**src/rtl/spi_reg_bridge.sv**
```systemverilog
// spi_reg_bridge: decodes SPI command/address/data frames into an 8-bit register bank with read-back
module spi_reg_bridge #(
   parameter int NUM_REGS = 16,
   parameter logic [7:0] RESET_VAL = 8'h00,
   parameter logic [7:0] ERR_READ_VAL = 8'hEE
) (
   input  logic                  sys_clk,
   input  logic                  rst,
   input  logic                  ss,
   input  logic                  rx_rdy,
   input  logic [7:0]            rx_byte,
   output logic [7:0]            tx_byte,
   output logic                  tx_latch,
   output logic [NUM_REGS*8-1:0] regs_flat,
   output logic                  wr_pulse,
   output logic [6:0]            wr_addr,
   output logic                  err
);
   localparam int AW = NUM_REGS > 1 ? $clog2(NUM_REGS) : 1;
   localparam logic [7:0] NR = 8'(NUM_REGS);
   localparam logic [6:0] LAST = 7'(NUM_REGS - 1);
   typedef enum logic [1:0] {IDLE, CMD, WR, RD} state_t;
   state_t state, state_nx;
   logic [1:0] ss_sy, rdy_sy;
   logic rdy_d, ss_s, byte_evt, do_wr, do_ld, ld, wr_hit, rd_hit;
   logic [6:0] addr, addr_nx;
   logic [7:0] regs [NUM_REGS];
   function automatic logic [6:0] inc(input logic [6:0] a);
      return a == LAST ? 7'd0 : a + 7'd1;
   endfunction
   assign ss_s = ss_sy[1];
   assign byte_evt = rdy_sy[1] & ~rdy_d;
   assign wr_hit = {1'b0, addr} < NR;
   assign rd_hit = {1'b0, addr_nx} < NR;
   always_comb begin
      state_nx = state;
      addr_nx = addr;
      do_wr = 1'b0;
      do_ld = 1'b0;
      if (!ss_s) state_nx = IDLE;
      else if (state == IDLE) state_nx = CMD;
      else if (byte_evt) begin
         if (state == CMD) begin
            addr_nx = rx_byte[6:0];
            state_nx = rx_byte[7] ? RD : WR;
            do_ld = rx_byte[7];
         end else begin
            addr_nx = inc(addr);
            do_wr = state == WR;
            do_ld = state == RD;
         end
      end
   end
   always_ff @(posedge sys_clk) begin
      if (rst) begin
         state <= IDLE;
         ss_sy <= 2'b00;
         rdy_sy <= 2'b00;
         rdy_d <= 1'b0;
         addr <= 7'd0;
         tx_byte <= 8'h00;
         ld <= 1'b0;
         tx_latch <= 1'b0;
         wr_pulse <= 1'b0;
         wr_addr <= 7'd0;
         err <= 1'b0;
         for (int i = 0; i < NUM_REGS; i++) regs[i] <= RESET_VAL;
      end else begin
         ss_sy <= {ss_sy[0], ss};
         rdy_sy <= {rdy_sy[0], rx_rdy};
         rdy_d <= rdy_sy[1];
         state <= state_nx;
         addr <= addr_nx;
         ld <= do_ld;
         tx_latch <= ld;
         wr_pulse <= do_wr & wr_hit;
         if (do_wr && wr_hit) begin
            regs[addr[AW-1:0]] <= rx_byte;
            wr_addr <= addr;
         end
         // tx_byte is set up one cycle ahead of tx_latch
         if (do_ld) tx_byte <= rd_hit ? regs[addr_nx[AW-1:0]] : ERR_READ_VAL;
         if ((do_wr && !wr_hit) || (do_ld && !rd_hit)) err <= 1'b1;
      end
   end
   for (genvar i = 0; i < NUM_REGS; i++) begin : g_flat
      assign regs_flat[8*i +: 8] = regs[i];
   end
endmodule

```
**config.mk**
```make
export PLATFORM = sky130hd
export DESIGN_NAME = spi_reg_bridge
export DESIGN_NICKNAME = d
export VERILOG_FILES = /design/src/rtl/spi_reg_bridge.sv
export SDC_FILE = /design/constraint.sdc
export NUM_CORES = 1
export LEC_CHECK = 0
export ABC_AREA = 1
export BUFFER_PORTS_ARGS = -buffer_cell sky130_fd_sc_hd__clkbuf_2
export CAP_MARGIN = 20
export CORE_MARGIN = 1
export CORE_UTILIZATION = 45
export DETAILED_ROUTE_END_ITERATION = 6
export PLACE_DENSITY = 0.74
export SYNTH_ARGS = -nofsm -noshare
export SYNTH_HDL_FRONTEND = slang
export SYNTH_SLANG_ARGS = --single-unit
```
**constraint.sdc**
```tcl
create_clock -name sys_clk -period 5.5 [get_ports sys_clk]
set_clock_uncertainty 0.2 [all_clocks]
set_input_delay 1.1 -clock sys_clk [delete_from_list [all_inputs] [get_ports sys_clk]]
set_output_delay 1.1 -clock sys_clk [all_outputs]
set_load 0.01 [all_outputs]
```
==> qor_table.md <==
| Item | This run | Unit |
| --- | --- | --- |
| Yosys warning count | 0 | - |
| Seq/Total Area, Yosys | 0.607 | - |
| Signed area change from the synthesized netlist to the final layout | 20.2 | % |
| Number of setup buffers added after CTS | 0 | - |
| Biggest fanout along the worst timing path | 12 | - |
| CTS H-tree depth | 4 | - |
| Number of nets produced by synthesis | 823 | - |
| Fraction of final layout cells sized beyond drive strength 1 | 0.219 | - |
| Worst-case hold path end point | ss_sy[1]$_SDFF_PP0_ | - |
| Final number of max-transition violations | 0 | - |
| Synthesized area per cell | 9.19 | um2 |
| Number of global-route vias before repair | 5737 | - |
| Gr ovfl total | 0 | - |
| Hold Path Depth | 2 | - |
| Hold Startpoint | ss_sy[0]$_SDFF_PP0_ | - |
| Peak VDD IR | 0.235 | mV |
| Latest clock arrival within the worst-skew pair | 0.44 | ns |
| Achievable Freq | 291 | MHz |
| Total placed cells including tap cells | 1146 | - |
| Detailed-route vias per instance | 5.51 | - |
| Net count, final | 965 | - |
| Total count of hold-check failures in the final report | 0 | - |
| Initial antenna violation count | 0 | - |
| Flop-to-flop setup slack | 2.06 | ns |
| Number of violations of the max-capacitance limit | 0 | - |
| Worst reg2reg path depth | 12 | - |
| R2r endpoint | regs[0][6]$_SDFFCE_PN0P_ | - |
| Hold WC Path Type | reg2reg | - |
| HPWL Detailed | 15.4 | mm |
| Non-Filler Instances | 1178 | - |
| Share of the clock period used by the worst path | 0.626 | - |
| Worst EP arrival | 3.33 | ns |
| Setup-failing EPs final | 0 | - |
| Final cell utilization of the core | 0.557 | - |
| Die height | 130 | um |
| Critical path endpoint category | register | - |
| Worst EP required | 5.39 | ns |
| Area used by multi-input combinational logic | 0.00241 | mm2 |
| Run status | completed | - |
| Routability congestion estimate from global placement | 0.911 | - |
| Startpoint-to-endpoint class of the critical path | reg2reg | - |
| Clock buffer depth | 2 | - |
| Pin count of the biggest net entering global routing | 89 | - |
| Total vias in the final route | 6486 | - |
| Drt first pass iters | 5 | - |
| Total of buffers placed on input and output ports | 157 | - |
| Hold-fix buffers, CTS | 0 | - |
| Count of boundary I/O pins | 158 | - |
| Worst slew pin tran | 0.939 | ns |
| Total routed wirelength | 21.9 | mm |
| Final min period | 3.44 | ns |
| Startpoint of the worst register-to-register path | rdy_sy[1]$_SDFF_PP0_ | - |
| Number of antenna repair diodes | 0 | - |
| Power Dens Cells | 302 | mW/mm2 |
| Total design power | 2.69 | mW |
| Max-slew headroom | 0.373 | - |
| Most frequent cells in the layout | 170 x sky130_fd_sc_hd__nor2_1, 157 x sky130_fd_sc_hd__clkbuf_2, 156 x sky130_fd_sc_hd__nand2_1 | - |
| Die area | 0.0170 | mm2 |
| DR iter-0 viols | 1013 | - |
| DRC Markers | 0 | - |
| Fillers | 1450 | - |
| Post_cts resized | 0 | - |
| First-pass GRT wire length | 31.9 | mm |
| Root buffer selected by CTS | sky130_fd_sc_hd__clkbuf_16 | - |
| Count of different cell masters after synthesis | 31 | - |
| Global-route total usage across every layer | 0.261 | - |
| Post-DR wirelength/cell | 18.6 | um |
| Clock tree from TritonCTS | done | - |
| Number of buffers added by the clock tree synthesis step | 17 | - |
| Post-Syn Area | 0.00741 | mm2 |
| Sum Neg Setup Slack | 0 | ns |
| Rows | 46 | - |
| CTS sink cnt | 161 | - |
| Static leakage | 3.91 | nW |
| Flip-flop and latch area | 0.00450 | mm2 |
| Unrepaired setup endpoints after global routing | false | - |
| Yosys reg bits | 161 | - |
| Most common library cell in the layout ignoring fill and taps | sky130_fd_sc_hd__nor2_1 | - |
| Number of instances in the synthesized netlist | 807 | - |
| Core area | 0.0160 | mm2 |
| Kind of launch point of the worst setup path | register | - |
| Initial core utilization | 0.463 | - |
| Width of the die | 130 | um |
| Clock-pin slew on the worst setup and hold paths | 0.06 | ns |
| Number of nets still failing antenna checks after routing | 0 | - |
[metrics by stage]
stage,setup WS (ns),hold WS (ns),cell area [um2]
floorplan,2.92,0.188,7410
global placement,1.76,0.195,8310
detailed placement,1.76,0.196,8310
CTS,2.07,0.204,8910
global route,1.79,0.213,8910
finish,2.06,0.202,8910
[registers in the layout, indices dropped and copies added (netlist names)]
| register | count |
|---|---|
| addr | 7 |
| wr_pulse | 1 |
| regs | 128 |
| rdy_d | 1 |
| state | 2 |
| tx_latch | 1 |
| rdy_sy | 2 |
| ld | 1 |
| err | 1 |
| ss_sy | 2 |
| tx_byte | 8 |
| wr_addr | 7 |
[cells in the mapped netlist]
cell / count / share of area
sky130_fd_sc_hd__o21ai_1: 3 / 0.0020
sky130_fd_sc_hd__clkbuf_1: 18 / 0.0091
sky130_fd_sc_hd__a21oi_4: 1 / 0.0022
sky130_fd_sc_hd__o221ai_1: 1 / 0.0012
sky130_fd_sc_hd__clkinv_1: 6 / 0.0030
sky130_fd_sc_hd__o21ai_2: 2 / 0.0024
sky130_fd_sc_hd__buf_1: 1 / 0.00051
sky130_fd_sc_hd__nor2_4: 1 / 0.0015
sky130_fd_sc_hd__nor2_2: 2 / 0.0017
sky130_fd_sc_hd__buf_6: 2 / 0.0030
sky130_fd_sc_hd__nand3_4: 1 / 0.0024
sky130_fd_sc_hd__o21bai_1: 1 / 0.0010
sky130_fd_sc_hd__ha_1: 4 / 0.0068
sky130_fd_sc_hd__dfxtp_1: 33 / 0.089
sky130_fd_sc_hd__o21ai_0: 6 / 0.0041
sky130_fd_sc_hd__buf_8: 1 / 0.0020
sky130_fd_sc_hd__o31ai_1: 1 / 0.0010
sky130_fd_sc_hd__nand2_2: 2 / 0.0017
sky130_fd_sc_hd__nand2_1: 156 / 0.079
sky130_fd_sc_hd__o211ai_1: 25 / 0.025
sky130_fd_sc_hd__nor3_1: 4 / 0.0027
sky130_fd_sc_hd__edfxtp_1: 128 / 0.52
sky130_fd_sc_hd__nand3_1: 117 / 0.079
sky130_fd_sc_hd__inv_1: 69 / 0.035
sky130_fd_sc_hd__nand3b_1: 12 / 0.012
sky130_fd_sc_hd__a31oi_1: 1 / 0.00084
sky130_fd_sc_hd__a21oi_1: 14 / 0.0095
sky130_fd_sc_hd__inv_2: 6 / 0.0030
sky130_fd_sc_hd__buf_2: 17 / 0.011
sky130_fd_sc_hd__nor2_1: 170 / 0.086
sky130_fd_sc_hd__nand2_4: 2 / 0.0030
[critical path, stage by stage, from the launching register on]
cell and delay [ns]:
sky130_fd_sc_hd__dfxtp_1 0.31, sky130_fd_sc_hd__inv_1 0.04, sky130_fd_sc_hd__nor2_1 0.24, sky130_fd_sc_hd__nand2_1 0.09, sky130_fd_sc_hd__inv_1 0.09, sky130_fd_sc_hd__nand2_1 0.06
sky130_fd_sc_hd__nor2_1 0.53, sky130_fd_sc_hd__inv_1 0.13, sky130_fd_sc_hd__nor2_2 0.20, sky130_fd_sc_hd__inv_1 0.12, sky130_fd_sc_hd__nor2_1 0.35, sky130_fd_sc_hd__nand2_1 0.34
sky130_fd_sc_hd__nand2_1 0.40
[kinds of logic (layout without fill, tap and decap cells)]
logic type,after synthesis,in the layout,share of synthesized area
and+or+nand+nor,467,467,0.269
adders and majority gates,4,4,0.00675
buffers and inverters,120,275,0.0672
AOI/OAI and AO/OA,55,55,0.0494
DFF,161,161,0.607
[layout make-up]
class,count,area share
Multi-Input combinational cell,526,0.271
Sequential cell,161,0.506
Clock buffer,18,0.0493
Timing Repair Buffer,162,0.0924
Tap cell,216,0.0303
Clock inverter,14,0.0176
Inverter,81,0.0341
[worst max path at each step]
| stage | depth (start not counted) | startpoint | end |
|---|---|---|---|
| global placement | 13 | rx_byte[0] | tx_byte[5]$_SDFFE_PP0P_ |
| finish | 12 | rdy_sy[1]$_SDFF_PP0_ | regs[0][6]$_SDFFCE_PN0P_ |
| global route | 10 | state[1]$_SDFFE_PP0P_ | regs[0][4]$_SDFFCE_PN0P_ |
| CTS | 12 | rdy_sy[1]$_SDFF_PP0_ | regs[0][7]$_SDFFCE_PN0P_ |
| detailed placement | 12 | rx_byte[0] | tx_byte[6]$_SDFFE_PP0P_ |
| floorplan | 6 | rst | regs[0][0]$_SDFFCE_PN0P_ |
[per-layer routing]
metal,track usage,routed length (um)
met5,0,0
met4,0.101,530
met3,0.0791,2560
met2,0.410,10200
met1,0.340,8600
[report_power, final]
part           switching, mW  internal [mW]  total, mW
clock                  0.497          0.685       1.18
sequential            0.0268           1.34       1.37
combinational         0.0942         0.0392      0.133
(Power assumes the default switching activity.)
